File: src/rtl/fpalu_dotseq.sv
`default_nettype none
// ============================================================================
// Module   : fpalu_dotseq
// Purpose  : Dot-product sequencer; issues MUL16i then ADD29i per tap to the
//            shared FPALU. Optional macro FPALU_DOTSEQ_PERF_EN adds perf_cyc.
// Revision : 1.0
// ============================================================================
module fpalu_dotseq #(
   parameter int ALU_LAT = 1,
   parameter int DADDR_W = 9,
   parameter int CADDR_W = 6,
   parameter int LEN_W   = 6
) (
`ifdef FPALU_DOTSEQ_PERF_EN
   output logic [15:0]        perf_cyc,
`endif
   input  logic               clk,
   input  logic               rst_n,
   input  logic               start,
   input  logic [LEN_W-1:0]   len,
   input  logic [DADDR_W-1:0] dbase,
   input  logic [CADDR_W-1:0] cbase,
   output logic               busy,
   output logic               done,
   output logic               res_sgn,
   output logic [5:0]         res_exp,
   output logic [21:0]        res_man_dn,
   output logic [DADDR_W-1:0] daddr,
   input  logic [15:0]        din,
   output logic [CADDR_W-1:0] caddr,
   input  logic [15:0]        cin,
   output logic [1:0]         alu_opcode,
   output logic               alu_a_sgn,
   output logic [5:0]         alu_a_exp,
   output logic [21:0]        alu_a_man_dn,
   output logic               alu_b_sgn,
   output logic [5:0]         alu_b_exp,
   output logic [21:0]        alu_b_man_dn,
   input  logic               alu_y_sgn,
   input  logic [5:0]         alu_y_exp,
   input  logic [21:0]        alu_y_man_dn
);
   typedef enum logic [1:0] {
      S_IDLE = 2'd0,
      S_MUL  = 2'd1,
      S_ADD  = 2'd2,
      S_FIN  = 2'd3
   } state_t;

   typedef struct packed {
      logic        sgn;
      logic [5:0]  exp;
      logic [21:0] man;
   } uni_t;

   localparam int              PH_W    = (ALU_LAT > 0) ? $clog2(ALU_LAT + 1) : 1;
   localparam logic [PH_W-1:0] PH_LAST = PH_W'(ALU_LAT);
   localparam logic [1:0]      OP_IDLE = 2'b00;
   localparam logic [1:0]      OP_MUL  = 2'b10;
   localparam logic [1:0]      OP_ADD  = 2'b11;

   state_t             state_q, state_d;
   logic [PH_W-1:0]    phase_q, phase_d;
   logic [LEN_W-1:0]   rem_q, rem_d;
   logic [DADDR_W-1:0] daddr_q, daddr_d;
   logic [CADDR_W-1:0] caddr_q, caddr_d;
   uni_t               acc_q, acc_d;
   uni_t               prod_q, prod_d;
   uni_t               res_q, res_d;
   uni_t               hold_a_q, hold_a_d;
   uni_t               hold_b_q, hold_b_d;
   logic               done_q, done_d;
   uni_t               w_a, w_b, w_y;
   logic [1:0]         w_op;
   logic               w_last;

   // FP16 -> unified format: exponent rebias by +10, mantissa right-justified
   function automatic uni_t fmt16(input logic [15:0] h);
      uni_t u;
      u.sgn = h[15];
      u.exp = {1'b0, h[14:10]} + 6'd10;
      u.man = {12'b0, h[9:0]};
      return u;
   endfunction

   assign w_y    = {alu_y_sgn, alu_y_exp, alu_y_man_dn};
   assign w_last = (phase_q == PH_LAST);

   always_comb begin
      state_d  = state_q;
      phase_d  = phase_q;
      rem_d    = rem_q;
      daddr_d  = daddr_q;
      caddr_d  = caddr_q;
      acc_d    = acc_q;
      prod_d   = prod_q;
      res_d    = res_q;
      done_d   = 1'b0;
      w_op     = OP_IDLE;
      w_a      = hold_a_q;
      w_b      = hold_b_q;
      case (state_q)
         S_IDLE: begin
            if (start) begin
               rem_d   = len;
               daddr_d = dbase;
               caddr_d = cbase;
               acc_d   = '0;
               phase_d = '0;
               state_d = (len == '0) ? S_FIN : S_MUL;
            end
         end
         S_MUL: begin
            w_op = OP_MUL;
            w_a  = fmt16(din);
            w_b  = fmt16(cin);
            if (w_last) begin
               prod_d  = w_y;
               daddr_d = daddr_q + DADDR_W'(1);
               caddr_d = caddr_q + CADDR_W'(1);
               phase_d = '0;
               state_d = S_ADD;
            end else begin
               phase_d = phase_q + PH_W'(1);
            end
         end
         S_ADD: begin
            w_op = OP_ADD;
            w_a  = prod_q;
            w_b  = acc_q;
            if (w_last) begin
               acc_d   = w_y;
               rem_d   = rem_q - LEN_W'(1);
               phase_d = '0;
               state_d = (rem_q == LEN_W'(1)) ? S_FIN : S_MUL;
            end else begin
               phase_d = phase_q + PH_W'(1);
            end
         end
         default: begin
            res_d   = acc_q;
            done_d  = 1'b1;
            state_d = S_IDLE;
         end
      endcase
      // Operands outside MUL/ADD replay whatever was last driven
      hold_a_d = w_a;
      hold_b_d = w_b;
   end

   always_ff @(posedge clk or negedge rst_n) begin
      if (!rst_n) begin
         state_q  <= S_IDLE;
         phase_q  <= '0;
         rem_q    <= '0;
         daddr_q  <= '0;
         caddr_q  <= '0;
         acc_q    <= '0;
         prod_q   <= '0;
         res_q    <= '0;
         hold_a_q <= '0;
         hold_b_q <= '0;
         done_q   <= 1'b0;
      end else begin
         state_q  <= state_d;
         phase_q  <= phase_d;
         rem_q    <= rem_d;
         daddr_q  <= daddr_d;
         caddr_q  <= caddr_d;
         acc_q    <= acc_d;
         prod_q   <= prod_d;
         res_q    <= res_d;
         hold_a_q <= hold_a_d;
         hold_b_q <= hold_b_d;
         done_q   <= done_d;
      end
   end

   assign busy       = (state_q != S_IDLE);
   assign done       = done_q;
   assign daddr      = daddr_q;
   assign caddr      = caddr_q;
   assign alu_opcode = w_op;
   assign {res_sgn, res_exp, res_man_dn}       = res_q;
   assign {alu_a_sgn, alu_a_exp, alu_a_man_dn} = w_a;
   assign {alu_b_sgn, alu_b_exp, alu_b_man_dn} = w_b;

`ifdef FPALU_DOTSEQ_PERF_EN
   logic [15:0] perf_q, perf_d;

   always_comb begin
      perf_d = perf_q;
      if (busy && (perf_q != 16'hFFFF)) begin
         perf_d = perf_q + 16'd1;
      end
   end

   always_ff @(posedge clk or negedge rst_n) begin
      if (!rst_n) begin
         perf_q <= '0;
      end else begin
         perf_q <= perf_d;
      end
   end

   assign perf_cyc = perf_q;
`endif

endmodule
`default_nettype wire

File: config.mk
export PLATFORM = sky130hd
export DESIGN_NAME = fpalu_dotseq
export DESIGN_NICKNAME = d
export VERILOG_FILES = /design/src/rtl/fpalu_dotseq.sv
export SDC_FILE = /design/constraint.sdc
export NUM_CORES = 1
export LEC_CHECK = 0
export CORE_MARGIN = 1
export CORE_UTILIZATION = 35
export CTS_BUF_LIST = sky130_fd_sc_hd__clkbuf_16
export DETAILED_ROUTE_END_ITERATION = 10
export GPL_ROUTABILITY_DRIVEN = 0
export PLACE_DENSITY_LB_ADDON = 0.3
export SYNTH_ARGS = -nofsm -noshare
export SYNTH_HDL_FRONTEND = slang
export SYNTH_SLANG_ARGS = --single-unit
File: constraint.sdc
create_clock -name clk -period 5.06 [get_ports clk]
set_input_delay 1.012 -clock clk [delete_from_list [all_inputs] [get_ports clk]]
set_output_delay 1.012 -clock clk [all_outputs]
set_load 0.02 [all_outputs]
==> results.md <==
* Worst r2r dst: prod_q[18]$_DFFE_PN0P_
* EDFF count, synth at 0
* DIE HEIGHT at 147 um
* Ys async rst share at 1.00
* WP data arrival at 3.06 ns
* Seq/Total Area, Yosys at 0.579
* Fraction of layout cells with a size suffix above 1 at 0.116
* Power Density at 290 nW/um^2
* Clk_lat worst skew at 0.42 ns
* Total power at 2.93 mW
* Max-slew violations at 0
* Psw at 0.749 mW
* Yosys warning count at 0
* Hold Crit Depth at 1
* Final hold violations at 0
* First-pass GRT wire length at 31200 um
* Initial drt markers at 238
* GRT overflow at 0
* Post-CTS setup buffers at 0
* Clock power frac at 0.443
* Syn_nets at 752
* Avg WL per Cell at 17.5 um
* Crit path time final at 4.08 ns
* Maximum VDD drop at 0.273 mV
* Min Hold Slack at 0.494 ns
* Largest net degree at the start of global routing at 73
* Critical path required time at 4.05 ns
* Kind of critical path: reg2out
* Cell Int Power at 2.18 mW
* Die W at 147 um
* Post-CTS Resized at 0
* Clock root buffer: clkbuf_16
* Cell Count, Final, Fillers Out at 1116
* Ant. Diodes at 0
* RSZ-0062 raised after global routing: false
* Post-Syn Instances at 657
* R2R Path Start: state_q[1]$_DFFE_PN0P_
* Clk_skew at 0.0112 ns
* Clock sink count at 170
* Worst reg-to-reg setup slack at 2.22 ns
* R2R cell count at 4
* Run status: finished, final reports clean
* All-layer global routing usage at 0.186
* Post-route ant nets at 0
* Worst Setup End Kind: output pin
* Gate power share at 0.073
* Vias in the first global route at 5638
* H-Tree Depth at 4
* Leakage at 4.32 nW
* Max-cap violations at 0
* Post-synth top flop: dfrtp_1
* Syn-to-layout area delta at 37.5%
* Vias at 5608
* Clk buf depth at 2
* Sequential fraction of design power at 0.484
* Total Die Area at 21600 sq um
* Switching Share at 0.255
* Max Fclk at 0.245 GHz
* Tcrit/Tclk final at 0.805
* I/O Pins at 191
* Startpoint types: flop
* Endpoints failing setup at 0
* Starting density of the core at 0.360
* Total Routed Length at 19500 um
* Initial antenna violation count at 0
* Core footprint at 20400 sq um
* Hold path start: prod_q[21]$_DFFE_PN0P_
* Num CTS Buffers at 17
* Syn Std Cell Area at 7350 sq um
* Hpwl dp at 13000 um
* Vias/cell at 5.03
* CTS tree: built
* Class of the tightest hold or removal check: reg2reg
* Worst-Margin Slew at 1.01 ns
* Cell Area, Placed at 9500 sq um
* Dpl cells at 1084
* Final TNS setup at 0 ns
* Syn Area/Cell at 11.2 sq um
* CP Max Fanout at 50
* Relative slew margins at 0.325
* Rows at 52
* Clk slew on worst S/H paths at 0.07 ns
* Hold endpoint: prod_q[21]$_DFFE_PN0P_
* IO buf count at 190
* # hold bufs at CTS at 0
* Initial DRT Pass Iterations at 6
* DRC Markers at 0
* # nets final at 928
* Fin area at 10100 sq um
* Library cells used by synthesis at 56
* Synthesized flop and latch total at 170
## area by class of cell
cell class,instances,area [sq um]
Multi-Input combinational cell,402,2770
Clock buffer,17,425
Timing Repair Buffer,200,1980
Sequential cell,170,4250
Fill cell,1881,10300
Tap cell,270,338
Inverter,42,158
Clock inverter,15,174
## power groups by stage
stage | combinational (mW) | clock, mW | sequential (mW)
after floorplan | 0.0724 | 0 | 1.44
after global placement | 0.214 | 0 | 1.45
after detailed placement | 0.215 | 0 | 1.45
after CTS | 0.217 | 1.34 | 1.42
after global routing | 0.232 | 1.40 | 1.42
final | 0.213 | 1.30 | 1.42
## cells in the mapped netlist (all sizes together), types with 3 or more instances
library cell | n | area [sq um]
dfrtp | 170 | 4250
mux2 | 58 | 653
nor2 | 52 | 195
a21oi | 49 | 245
nand2 | 47 | 179
inv | 42 | 158
a22oi | 32 | 240
o21ai | 32 | 160
a22o | 29 | 254
buf | 26 | 129
clkbuf | 17 | 63.8
nand3 | 13 | 65.1
ha | 10 | 125
nor3 | 7 | 35.0
nand2b | 6 | 37.5
mux2i | 5 | 50.1
o211ai | 5 | 37.5
a31oi | 4 | 25.0
nand4 | 4 | 25.0
xnor2 | 4 | 35.0
a41oi | 3 | 26.3
nor3b | 3 | 22.5
o22ai | 3 | 18.8
## cell usage in the layout (no fill, tap or decap), types with 3 or more instances in the layout
cell type,n
a22oi_1,32
a22o_1,29
ha_2,3
o21ai_1,10
nor2_1,51
a21oi_1,49
inv_8,5
xnor2_1,4
buf_4,10
nand2b_1,6
a31oi_1,4
dfrtp_1,170
nor3b_1,3
o211ai_1,5
clkinv_4,4
inv_1,40
clkinv_8,4
nand3_1,13
mux2_1,19
nand4_1,4
nor3_1,7
nand2_1,45
mux2_2,39
mux2i_1,5
a41oi_1,3
o21ai_0,22
o22ai_1,3
clkbuf_16,17
ha_1,6
clkdlybuf4s50_1,189
## critical path, cell delays in order (launching register included)
cell	delay [ns]
dfrtp_1	0.41
inv_1	0.11
ha_4	0.63
buf_4	0.52
nor2_1	0.10
a21oi_1	0.20
clkdlybuf4s50_1	0.65
## metal layers
metal / part of all wire / vias to the layer above / track usage
li1: - / 2698 / -
met1: 0.47 / 2734 / 0.250
met2: 0.46 / 158 / 0.288
met3: 0.055 / 18 / 0.0553
met4: 0.018 / 0 / 0.0583
met5: 0 / - / 0
## logic make-up (layout without fill, tap and decap cells)
group	after synthesis	after routing	synth area share
and+or+nand+nor	146	146	0.0910
AOI/OAI and AO/OA	179	179	0.165
buffers and inverters	85	274	0.0477
xor gates and xnor gates	4	4	0.00477
adders and majority gates	10	10	0.0170
DFF	170	170	0.579
muxes	63	63	0.0957
## how the worst max path moves through the flow
stage,startpoint,to,slack [ns],depth (start not counted)
2_1_floorplan,state_q[0]$_DFFE_PN0P_,alu_a_exp[0],2.16,6
3_3_place_gp,din[11],alu_a_exp[3],1.24,6
3_5_place_dp,din[11],alu_a_exp[3],1.19,6
4_1_cts,state_q[0]$_DFFE_PN0P_,alu_a_exp[1],0.93,6
5_1_grt,state_q[0]$_DFFE_PN0P_,alu_a_man_dn[1],0.78,6
6_report,state_q[0]$_DFFE_PN0P_,alu_b_man_dn[3],0.98,6
## sequential cells by signal, summed over array words and instances (netlist names)
| signal | count |
|---|---|
| phase_q | 1 |
| hold_a_q | 29 |
| done | 1 |
| res_sgn | 1 |
| hold_b_q | 29 |
| caddr | 6 |
| res_man_dn | 22 |
| daddr | 9 |
| prod_q | 29 |
| rem_q | 6 |
| state_q | 2 |
| acc_q | 29 |
| res_exp | 6 |
## metrics by stage
| step | setup WS, ns | util |
|---|---|---|
| 3_5_place_dp | 1.19 | 0.465 |
| 4_1_cts | 0.927 | 0.494 |
| 2_1_floorplan | 2.16 | - |
| 5_1_grt | 0.779 | 0.494 |
| 3_3_place_gp | 1.24 | 0.465 |
| 6_report | 0.985 | 0.494 |
(Power assumes the default switching activity.)
